`config.mk`:
```
export PLATFORM = sky130hd
export DESIGN_NAME = mem_port_arbiter
export DESIGN_NICKNAME = d
export VERILOG_FILES = /design/src/rtl/mem_port_arbiter.sv
export SDC_FILE = /design/constraint.sdc
export NUM_CORES = 1
export LEC_CHECK = 0
export BUFFER_PORTS_ARGS = -buffer_cell sky130_fd_sc_hd__buf_4
export CAP_MARGIN = 0
export CORE_ASPECT_RATIO = 2
export CORE_MARGIN = 2
export CORE_UTILIZATION = 42
export DETAILED_ROUTE_END_ITERATION = 8
export PLACE_DENSITY = 0.79
export SYNTH_ARGS = -nofsm -noshare
export SYNTH_HDL_FRONTEND = slang
export SYNTH_SLANG_ARGS = --single-unit
```
`constraint.sdc`:
```
create_clock -name CLK -period 1.9 [get_ports CLK]
set_input_delay 0.095 -clock CLK [delete_from_list [all_inputs] [get_ports CLK]]
set_output_delay 0.095 -clock CLK [all_outputs]
set_load 0.01 [all_outputs]
```
`src/rtl/mem_port_arbiter.sv`:
```
// mem_port_arbiter
//   Shares one single-port synchronous memory between the instruction-fetch
//   requester (I, read-only) and the load/store requester (D, read/write).
//   D has priority, but a streak counter forces an I grant after
//   MAX_D_STREAK consecutive D grants made while I was waiting.
//   Only one transaction is in flight at a time. All MEM_* outputs, the ACKs
//   and the read-data ports are registered.
//
// Ports
//   CLK, RESET               clock (posedge) and synchronous active-high reset
//   I_REQ/I_ADDR             fetch request, held until I_ACK
//   I_ACK/I_RDATA            one-cycle done pulse and fetched word
//   D_REQ/D_WE/D_ADDR/D_WDATA load/store request, held until D_ACK
//   D_ACK/D_RDATA            one-cycle done pulse and load data (loads only)
//   MEM_EN/MEM_WE/MEM_ADDR/MEM_WDATA  memory strobe, write enable, address, data
//   MEM_RDATA                memory read data, valid MEM_LAT cycles after MEM_EN
//   BUSY                     high whenever the FSM is not idle
module mem_port_arbiter #(
  parameter int ADDR_W       = 32,
  parameter int DATA_W       = 32,
  parameter int MEM_LAT      = 1,
  parameter int MAX_D_STREAK = 4
) (
  input  logic              CLK,
  input  logic              RESET,
  input  logic              I_REQ,
  input  logic [ADDR_W-1:0] I_ADDR,
  output logic              I_ACK,
  output logic [DATA_W-1:0] I_RDATA,
  input  logic              D_REQ,
  input  logic              D_WE,
  input  logic [ADDR_W-1:0] D_ADDR,
  input  logic [DATA_W-1:0] D_WDATA,
  output logic              D_ACK,
  output logic [DATA_W-1:0] D_RDATA,
  output logic              MEM_EN,
  output logic              MEM_WE,
  output logic [ADDR_W-1:0] MEM_ADDR,
  output logic [DATA_W-1:0] MEM_WDATA,
  input  logic [DATA_W-1:0] MEM_RDATA,
  output logic              BUSY
);

  typedef enum logic [1:0] {ST_IDLE, ST_ISSUE, ST_WAIT, ST_RESP} state_t;

  state_t              state_q;
  logic                own_d_q;     // 1: D owns the current transaction
  logic                we_q;        // current transaction is a store
  logic [2:0]          lat_cnt_q;
  logic [3:0]          streak_q;
  logic                i_ack_q;
  logic                d_ack_q;
  logic                mem_en_q;
  logic                mem_we_q;
  logic [ADDR_W-1:0]   mem_addr_q;
  logic [DATA_W-1:0]   mem_wdata_q;
  logic [DATA_W-1:0]   i_rdata_q;
  logic [DATA_W-1:0]   d_rdata_q;

  logic                gnt_vld_d;
  logic                gnt_d_d;
  logic [3:0]          streak_d;

  // Grant decision. In IDLE both requesters compete; in RESP the owner that
  // is just being acknowledged is excluded so the other side gets a
  // back-to-back hand-off without passing through IDLE.
  always_comb begin
    gnt_vld_d = 1'b0;
    gnt_d_d   = 1'b0;
    case (state_q)
      ST_IDLE: begin
        gnt_vld_d = I_REQ | D_REQ;
        gnt_d_d   = D_REQ && !(I_REQ && (streak_q == 4'(MAX_D_STREAK)));
      end
      ST_RESP: begin
        gnt_vld_d = own_d_q ? I_REQ : D_REQ;
        gnt_d_d   = !own_d_q;
      end
      default: begin
        gnt_vld_d = 1'b0;
        gnt_d_d   = 1'b0;
      end
    endcase

    // The streak only counts D grants that made a waiting I stand aside.
    streak_d = streak_q;
    if (gnt_vld_d) begin
      if (gnt_d_d && I_REQ) begin
        streak_d = (streak_q == 4'(MAX_D_STREAK)) ? streak_q : streak_q + 4'd1;
      end else begin
        streak_d = 4'd0;
      end
    end
  end

  always_ff @(posedge CLK) begin
    if (RESET) begin
      state_q     <= ST_IDLE;
      own_d_q     <= 1'b0;
      we_q        <= 1'b0;
      lat_cnt_q   <= 3'd0;
      streak_q    <= 4'd0;
      i_ack_q     <= 1'b0;
      d_ack_q     <= 1'b0;
      mem_en_q    <= 1'b0;
      mem_we_q    <= 1'b0;
      mem_addr_q  <= '0;
      mem_wdata_q <= '0;
      i_rdata_q   <= '0;
      d_rdata_q   <= '0;
    end else begin
      // Pulsed outputs default low; MEM_ADDR/MEM_WDATA hold their last value.
      i_ack_q  <= 1'b0;
      d_ack_q  <= 1'b0;
      mem_en_q <= 1'b0;
      mem_we_q <= 1'b0;
      case (state_q)
        ST_IDLE, ST_RESP: begin
          if (gnt_vld_d) begin
            // Request fields are captured here; later changes are ignored.
            state_q    <= ST_ISSUE;
            own_d_q    <= gnt_d_d;
            streak_q   <= streak_d;
            mem_en_q   <= 1'b1;
            mem_we_q   <= gnt_d_d & D_WE;
            we_q       <= gnt_d_d & D_WE;
            mem_addr_q <= gnt_d_d ? D_ADDR : I_ADDR;
            if (gnt_d_d) begin
              mem_wdata_q <= D_WDATA;
            end
          end else begin
            state_q <= ST_IDLE;
          end
        end
        ST_ISSUE: begin
          state_q   <= ST_WAIT;
          lat_cnt_q <= 3'(MEM_LAT);
        end
        ST_WAIT: begin
          lat_cnt_q <= lat_cnt_q - 3'd1;
          if (lat_cnt_q == 3'd1) begin
            if (!we_q) begin
              if (own_d_q) begin
                d_rdata_q <= MEM_RDATA;
              end else begin
                i_rdata_q <= MEM_RDATA;
              end
            end
            if (own_d_q) begin
              d_ack_q <= 1'b1;
            end else begin
              i_ack_q <= 1'b1;
            end
            state_q <= ST_RESP;
          end
        end
        default: state_q <= ST_IDLE;
      endcase
    end
  end

  assign I_ACK     = i_ack_q;
  assign I_RDATA   = i_rdata_q;
  assign D_ACK     = d_ack_q;
  assign D_RDATA   = d_rdata_q;
  assign MEM_EN    = mem_en_q;
  assign MEM_WE    = mem_we_q;
  assign MEM_ADDR  = mem_addr_q;
  assign MEM_WDATA = mem_wdata_q;
  assign BUSY      = (state_q != ST_IDLE);

endmodule
```
==> metrics.cfg, run 1 <==
[finish]
multi_input_area_sq_mm = 0.00237
n_fill_cell = 887
syn_to_final_growth_pct = 72.8
antenna_cells = 0
final_core_util = 0.736
fin_nets = 1189
layout.cells.non_filler = 1217
drive_gt1_frac = 0.330
seqCellArea_sq_mm = 0.00286

[drt]
wl_per_cell_um = 17.4
wl_um = 21100
drt_first_pass_iters = 5
vias = 6449
drtIter0Drc = 391
drc = 0
routed_via_density = 5.30
ant_nets = 0

[clocking]
cts_tree = done
clock-sinks = 143
htreeDepth = 4
cts_buffers = 17
clock-root-buffer = clkbuf_16
cts.clk_slew.worst_paths_ns = 0.06
clk_latency_ns = 0.41
clockBufferDepth = 2

[die]
ios = 266
core_area_sq_mm = 0.0133
dieHeight_um = 168
die_x_um = 86.1
dieArea_sq_mm = 0.0145
fp-row-count = 60
start_util = 0.426

[pwr]
pwr-share-clk = 0.269
switching_power_w = 0.00428
p_comb_frac = 0.407
power.internal_w = 0.00760
p_seq_frac = 0.324
p_sw_frac = 0.360
ir_drop_mv = 0.760
power_density_mw_per_mm2 = 1220
leakage_nw = 4.11

[timing]
rsz0062_at_grt = no
max_clock_freq_mhz = 554
final.min_clock_period_ns = 1.81
fin_crit_sh = 0.951
slew_viol_final = 0
maxSlewHeadroom = 0.664
setup_viol = 0
final-hold-violation-count = 0
skew_ns = 0.0131
worst_pin_slew_ns = 0.504

[grt]
antenna_found_initial = 0
grt_max_degree = 53
grt_util_all_layers = 0.280
overflow = 0
grt_pass1_vias = 6614
grt_pass1_wl_um = 32600

[critical_path]
r2r-end = MEM_WDATA[11]$_SDFFE_PP0P_
critical_path.cell_chain = inv_1 -> ha_4 -> nand2b_4 -> o22a_2 -> buf_12 -> o21ai_0 -> a21oi_1
cp_slowest_cell = dfxtp_2
timing_worst_setup_path_type = flip-flop to flip-flop
rrSetupSlack_ns = 0.09
cpPeakStageDelay_ns = 0.34
r2r_cells = 7
endpoint_kind = flip-flop
crit_arrival_ns = 2.09
reg2reg_from = state_q[0]$_SDFFE_PP0P_
cp_max_fo = 39
critical_path_required_ns = 2.18
cp-start-kind = flip-flop

[synthesis]
seq_area_frac_synth = 0.506
ys_ff_latch = 143
ys_top_cells_by_area = dfxtp_1, a21oi_1, nand2_1, o221a_1, nand3_1
synth_most_common_cell = dfxtp_1
netlist_area_sq_mm = 0.00566
yosys_warnings = 0
synth_nets = 806
synth-edff-count = 0
synthArstFlopShare = 0
ys_types = 42
synth-main-ff-cell = dfxtp_1
synth_top_area_frac = 0.506
postSynthAreaPerCell_sq_um = 8.50
netlist_top_cells_count = dfxtp_1, a21oi_1, nand2_1
yosys.area.top_type = dfxtp_1
synth_cells = 666

[flow_run]
cap_violations = 0

[placement]
dp_cells = 1052
gp_congestion = 0.811
place_hpwl_um = 11900
portBuffers = 265

[outcome]
status = finished, final reports clean

[hold_path]
hp-class = input pin to flip-flop
hp-start = RESET
hold_depth = 2
worstHoldEndpoint = MEM_WDATA[5]$_SDFFE_PP0P_

-- power groups by stage --
stage / clock, W / sequential, W / combinational, W
finish: 0.00319 / 0.00384 / 0.00484
global route: 0.00339 / 0.00389 / 0.00518
CTS: 0.00325 / 0.00381 / 0.00461
detailed placement: 0 / 0.00387 / 0.00428
global placement: 0 / 0.00385 / 0.00416
floorplan: 0 / 0.00405 / 0.00243
-- worst max-delay path, delay by kind of cell, from the launching register on --
family	cells	cell delay (ns)
adders and majority gates	1	0.29
and+or+nand+nor	1	0.17
DFF	1	0.34
AOI/OAI and AO/OA	3	0.60
buffers and inverters	2	0.26
-- routing by layer --
metal / vias to the layer above / GRT usage / wire [um] / part of all wire
met2: 323 / 0.496 / 11100 / 0.53
met4: 0 / 0.129 / 557 / 0.026
met5: - / 0 / 0 / 0
li1: 3050 / - / - / -
met1: 3028 / 0.312 / 7940 / 0.38
met3: 48 / 0.0613 / 1530 / 0.072
-- cell families after synthesis --
family | Yosys count | synth area share
AO/OA/AOI/OAI | 215 | 0.235
adder cells (fa/ha/maj) | 7 | 0.0155
flip-flops | 143 | 0.506
multiplexers | 1 | 0.00177
AND/OR/NAND/NOR | 201 | 0.158
buffers and inverters | 99 | 0.0838
-- registers in the layout, summed over array words and instances (netlist names) --
signal	count
D_ACK	1
D_RDATA	32
I_ACK	1
I_RDATA	32
MEM_ADDR	32
MEM_EN	1
MEM_WDATA	32
MEM_WE	1
lat_cnt_q	3
own_d_q	1
state_q	2
streak_q	4
we_q	1
-- final cells by class --
type                       instances  share of cell area
timing repair buffer             420               0.371
sequential                       143               0.293
multi-input combinational        424               0.242
clock buffer                      19              0.0443
tap                              155              0.0198
inverter                          43              0.0165
clock inverter                    13              0.0132
-- placed cells by master (no fill, tap or decap), types with 3 or more instances in the layout --
cell type / n
inv_1: 43
clkinv_4: 3
o221a_1: 18
dlygate4sd3_1: 129
dfxtp_1: 142
ha_1: 6
nand3_1: 38
nor2_1: 8
clkbuf_16: 19
nand2_1: 133
buf_4: 278
nand4_1: 3
a21oi_1: 134
o21ai_0: 37
buf_12: 8
o221a_2: 14
inv_6: 6
-- per-stage QoR --
| step | cell area (sq um) | worst slack (ns) | power, W | hold WS, ns | TNS (ns) |
|---|---|---|---|---|---|
| 2_1_floorplan | 5660 | 0.157 | 0.00648 | 0.231 | 0 |
| 3_3_place_gp | 7810 | 0.0503 | 0.00801 | 0.331 | 0 |
| 3_5_place_dp | 7810 | -0.0380 | 0.00816 | 0.343 | -0.545 |
| 4_1_cts | 9680 | 0.0449 | 0.0117 | 0.149 | 0 |
| 5_1_grt | 9770 | 0.0111 | 0.0125 | 0.183 | 0 |
| 6_report | 9770 | 0.0935 | 0.0119 | 0.183 | 0 |
-- how the worst max path moves through the flow --
stage / start / end / slack, ns / cells after the start
final: state_q[0]$_SDFFE_PP0P_ / MEM_WDATA[11]$_SDFFE_PP0P_ / 0.09 / 7
after global routing: state_q[1]$_SDFFE_PP0P_ / D_RDATA[0]$_SDFFE_PP0P_ / 0.01 / 9
after CTS: state_q[0]$_SDFFE_PP0P_ / we_q$_SDFFE_PP0P_ / 0.04 / 7
after detailed placement: state_q[0]$_SDFFE_PP0P_ / MEM_ADDR[5]$_SDFFE_PP0P_ / -0.04 / 7
after global placement: state_q[0]$_SDFFE_PP0P_ / MEM_ADDR[13]$_SDFFE_PP0P_ / 0.05 / 7
after floorplan: state_q[0]$_SDFFE_PP0P_ / MEM_ADDR[31]$_SDFFE_PP0P_ / 0.16 / 7
-- what timing repair did --
| action | CTS | global route |
|---|---|---|
| hold endpoints to repair | 130 | 0 |
| gates cloned | 0 | 2 |
| setup endpoints to repair | 41 | 67 |
| buffers inserted | 0 | 2 |
| pin swaps | 0 | 2 |
| resized for setup | 4 | 6 |
| hold buffers | 129 | 0 |
No activity file was read; power rests on OpenSTA's default activity.
==> inputs of run 2 (changes only) <==
--- a/config.mk
+++ b/config.mk
@@ -11,7 +11,7 @@
 export CORE_MARGIN = 2
 export CORE_UTILIZATION = 42
 export DETAILED_ROUTE_END_ITERATION = 8
-export PLACE_DENSITY = 0.79
+export PLACE_DENSITY = 0.75
 export SYNTH_ARGS = -nofsm -noshare
 export SYNTH_HDL_FRONTEND = slang
 export SYNTH_SLANG_ARGS = --single-unit
==> run 2 against run 1 <==
  * First-iteration DRC count decreased by 18%
  * Count of clock-buffer cells in the layout rose by 1
  * Sequential power barely moved
  * Clock skew is 0.0040 ns lower
  * Core utilization up 0.23 points
  * Hold slack improved by 0.0086 ns
  * Design area rose by 0.31%
  * Critical path depth is the same
  * Total power grew 2.8%
  * Flip-flop and latch count did not move
  * Fmax shrank 0.15%
  * Global-route usage is 0.26 points lower
  * Largest power group unchanged
==> metrics.cfg, run 2 (synthesis gave the netlist of run 1 again) <==
[critical_path]
r2r_cells = 7  ; unchanged
timing_worst_setup_path_type = flip-flop to flip-flop  ; unchanged
rrSetupSlack_ns = 0.09  ; about the same
endpoint_kind = flip-flop  ; unchanged
cp-start-kind = flip-flop  ; unchanged
critical_path.cell_chain = inv_1 -> ha_4 -> nand2b_4 -> o22a_4 -> buf_12 -> a21oi_1 -> o221a_1  ; was inv_1 -> ha_4 -> nand2b_4 -> o22a_2 -> buf_12 -> o21ai_0 -> a21oi_1
critical_path_required_ns = 2.24  ; was 2.18 ns
crit_arrival_ns = 2.15  ; was 2.09 ns
cpPeakStageDelay_ns = 0.35  ; was 0.34 ns
reg2reg_from = state_q[0]$_SDFFE_PP0P_  ; unchanged
cp_slowest_cell = dfxtp_1  ; was dfxtp_2
r2r-end = MEM_ADDR[29]$_SDFFE_PP0P_  ; was MEM_WDATA[11]$_SDFFE_PP0P_
cp_max_fo = 23  ; was 39

[timing]
maxSlewHeadroom = 0.563  ; was 0.664
slew_viol_final = 0  ; unchanged
max_clock_freq_mhz = 553  ; was 554 MHz
skew_ns = 0.00913  ; was 0.0131 ns
final.min_clock_period_ns = 1.81  ; about the same
fin_ws_ns = 0.0908  ; was 0.0935 ns
timing.setup.tns_ns = 0  ; unchanged
setup_viol = 0  ; unchanged
worst_pin_slew_ns = 0.656  ; was 0.504 ns
fin_crit_sh = 0.952  ; was 0.951
rsz0062_at_grt = no  ; unchanged
final-hold-violation-count = 0  ; unchanged

[finish]
final_core_util = 0.738  ; was 0.736
final_cell_mix = buf_4, dfxtp_1, a21oi_1  ; unchanged
antenna_cells = 0  ; unchanged
final_common_cell = buf_4  ; unchanged
fin_nets = 1187  ; was 1,189
syn_to_final_growth_pct = 73.3  ; was 72.8%
layout.cells.non_filler = 1215  ; was 1,217
drive_gt1_frac = 0.329  ; was 0.330

[clocking]
clock-sinks = 143  ; unchanged
post_cts_buffers = 0  ; unchanged
cts_buffers = 17  ; unchanged
cts_tree = done  ; unchanged
clock-root-buffer = clkbuf_16  ; unchanged
clockBufferDepth = 2  ; unchanged
htreeDepth = 4  ; unchanged
clk_latency_ns = 0.41  ; about the same
cts.clk_slew.worst_paths_ns = 0.06  ; about the same

[grt]
overflow = 0  ; unchanged
grt_pass1_wl_um = 32200  ; was 32,600 um
grt_max_degree = 59  ; was 53
antenna_found_initial = 0  ; unchanged
grt_pass1_vias = 6523  ; was 6,614
grt_util_all_layers = 0.278  ; was 0.280

[pwr]
ir_drop_mv = 1.10  ; was 0.760 mV
leakage_nw = 4.12  ; was 4.11 nW
total_power_w = 0.0122  ; was 0.0119 W
power_density_mw_per_mm2 = 1250  ; was 1220 mW/mm^2

[placement]
portBuffers = 265  ; unchanged
post-place-ws_ns = 0.0260  ; was -0.0380 ns
place_hpwl_um = 11800  ; was 11,900 um
gp_congestion = 0.846  ; was 0.811
dp_cells = 1054  ; was 1,052

[drt]
routed_via_density = 5.32  ; was 5.30
drc = 0  ; unchanged
vias = 6461  ; was 6,449
wl_um = 20700  ; was 21,100 um
wl_per_cell_um = 17.0  ; was 17.4 um
ant_nets = 0  ; unchanged
drtIter0Drc = 320  ; was 391
drt_first_pass_iters = 5  ; unchanged

[hold_path]
hold_depth = 2  ; unchanged
worstHoldEndpoint = lat_cnt_q[2]$_SDFFE_PP0P_  ; was MEM_WDATA[5]$_SDFFE_PP0P_
hp-class = input pin to flip-flop  ; unchanged
hp-start = RESET  ; unchanged

[die]
fp-row-count = 60  ; unchanged
dieArea_sq_mm = 0.0145  ; unchanged
ios = 266  ; unchanged
dieHeight_um = 168  ; unchanged
core_area_sq_mm = 0.0133  ; unchanged
start_util = 0.426  ; unchanged
die_x_um = 86.1  ; unchanged

[outcome]
status = finished, final reports clean  ; unchanged

[flow_run]
cap_violations = 0  ; unchanged

run 2: changes by cell type in the layout (fill, tap and decap cells not counted), moves of 3 or more:
cell	before	now
buf_12	8	11
inv_6	6	2
o21ai_0	37	32
o21ai_1	1	6
run 2: how the worst max path moves through the flow:
stage | startpoint | end | slack, ns | cells after the start
after floorplan | state_q[0]$_SDFFE_PP0P_ | MEM_ADDR[31]$_SDFFE_PP0P_ | 0.16 | 7
after global routing | state_q[0]$_SDFFE_PP0P_ | streak_q[2]$_SDFFE_PP0P_ | 0.02 | 7
after global placement | state_q[0]$_SDFFE_PP0P_ | streak_q[2]$_SDFFE_PP0P_ | 0.09 | 7
after CTS | state_q[0]$_SDFFE_PP0P_ | MEM_WDATA[6]$_SDFFE_PP0P_ | 0.005 | 7
final | state_q[0]$_SDFFE_PP0P_ | MEM_ADDR[29]$_SDFFE_PP0P_ | 0.09 | 7
after detailed placement | state_q[0]$_SDFFE_PP0P_ | streak_q[2]$_SDFFE_PP0P_ | 0.03 | 7
run 2: layer usage:
metal / track usage / vias to the layer above / share of wire
met5: 0 / - / 0
met1: 0.318 / 3031 / 0.38
met2: 0.469 / 320 / 0.50
li1: - / 3046 / -
met4: 0.133 / 0 / 0.033
met3: 0.0745 / 64 / 0.080
run 2: repair_timing:
| item | CTS | global route |
|---|---|---|
| hold buffers | 129 | 0 |
| resized for setup | 0 | 13 |
| hold endpoints to repair | 130 | 0 |
| endpoints found under the setup margin | 0 | 68 |
run 2: power by group:
part           internal (W)  total (W)  switching (W)
logic               0.00235    0.00493        0.00258
registers           0.00353    0.00386       0.000330
clock network       0.00211    0.00342        0.00131
run 2: cell type report:
type / count / area (sq um)
flip-flops and latches: 143 / 2860
fillers: 903 / 3480
well taps: 155 / 194
multi-input cells: 424 / 2380
clock buffers: 20 / 447
inverters: 43 / 161
clock inverters: 12 / 160
repair buffers: 418 / 3600
run 2: stage by stage:
stage	hold WS (ns)	cell area, sq um
after floorplan	0.231	5660
after global placement	0.332	7860
after detailed placement	0.340	7860
after CTS	0.179	9760
after global routing	0.224	9800
final	0.191	9800
run 2: worst max-delay path, delay by kind of cell (launching register included):
family / cells / cell delay (ns)
AOI/OAI and AO/OA: 3 / 0.68
adders and majority gates: 1 / 0.28
buffers and inverters: 2 / 0.26
DFF: 1 / 0.35
and+or+nand+nor: 1 / 0.16
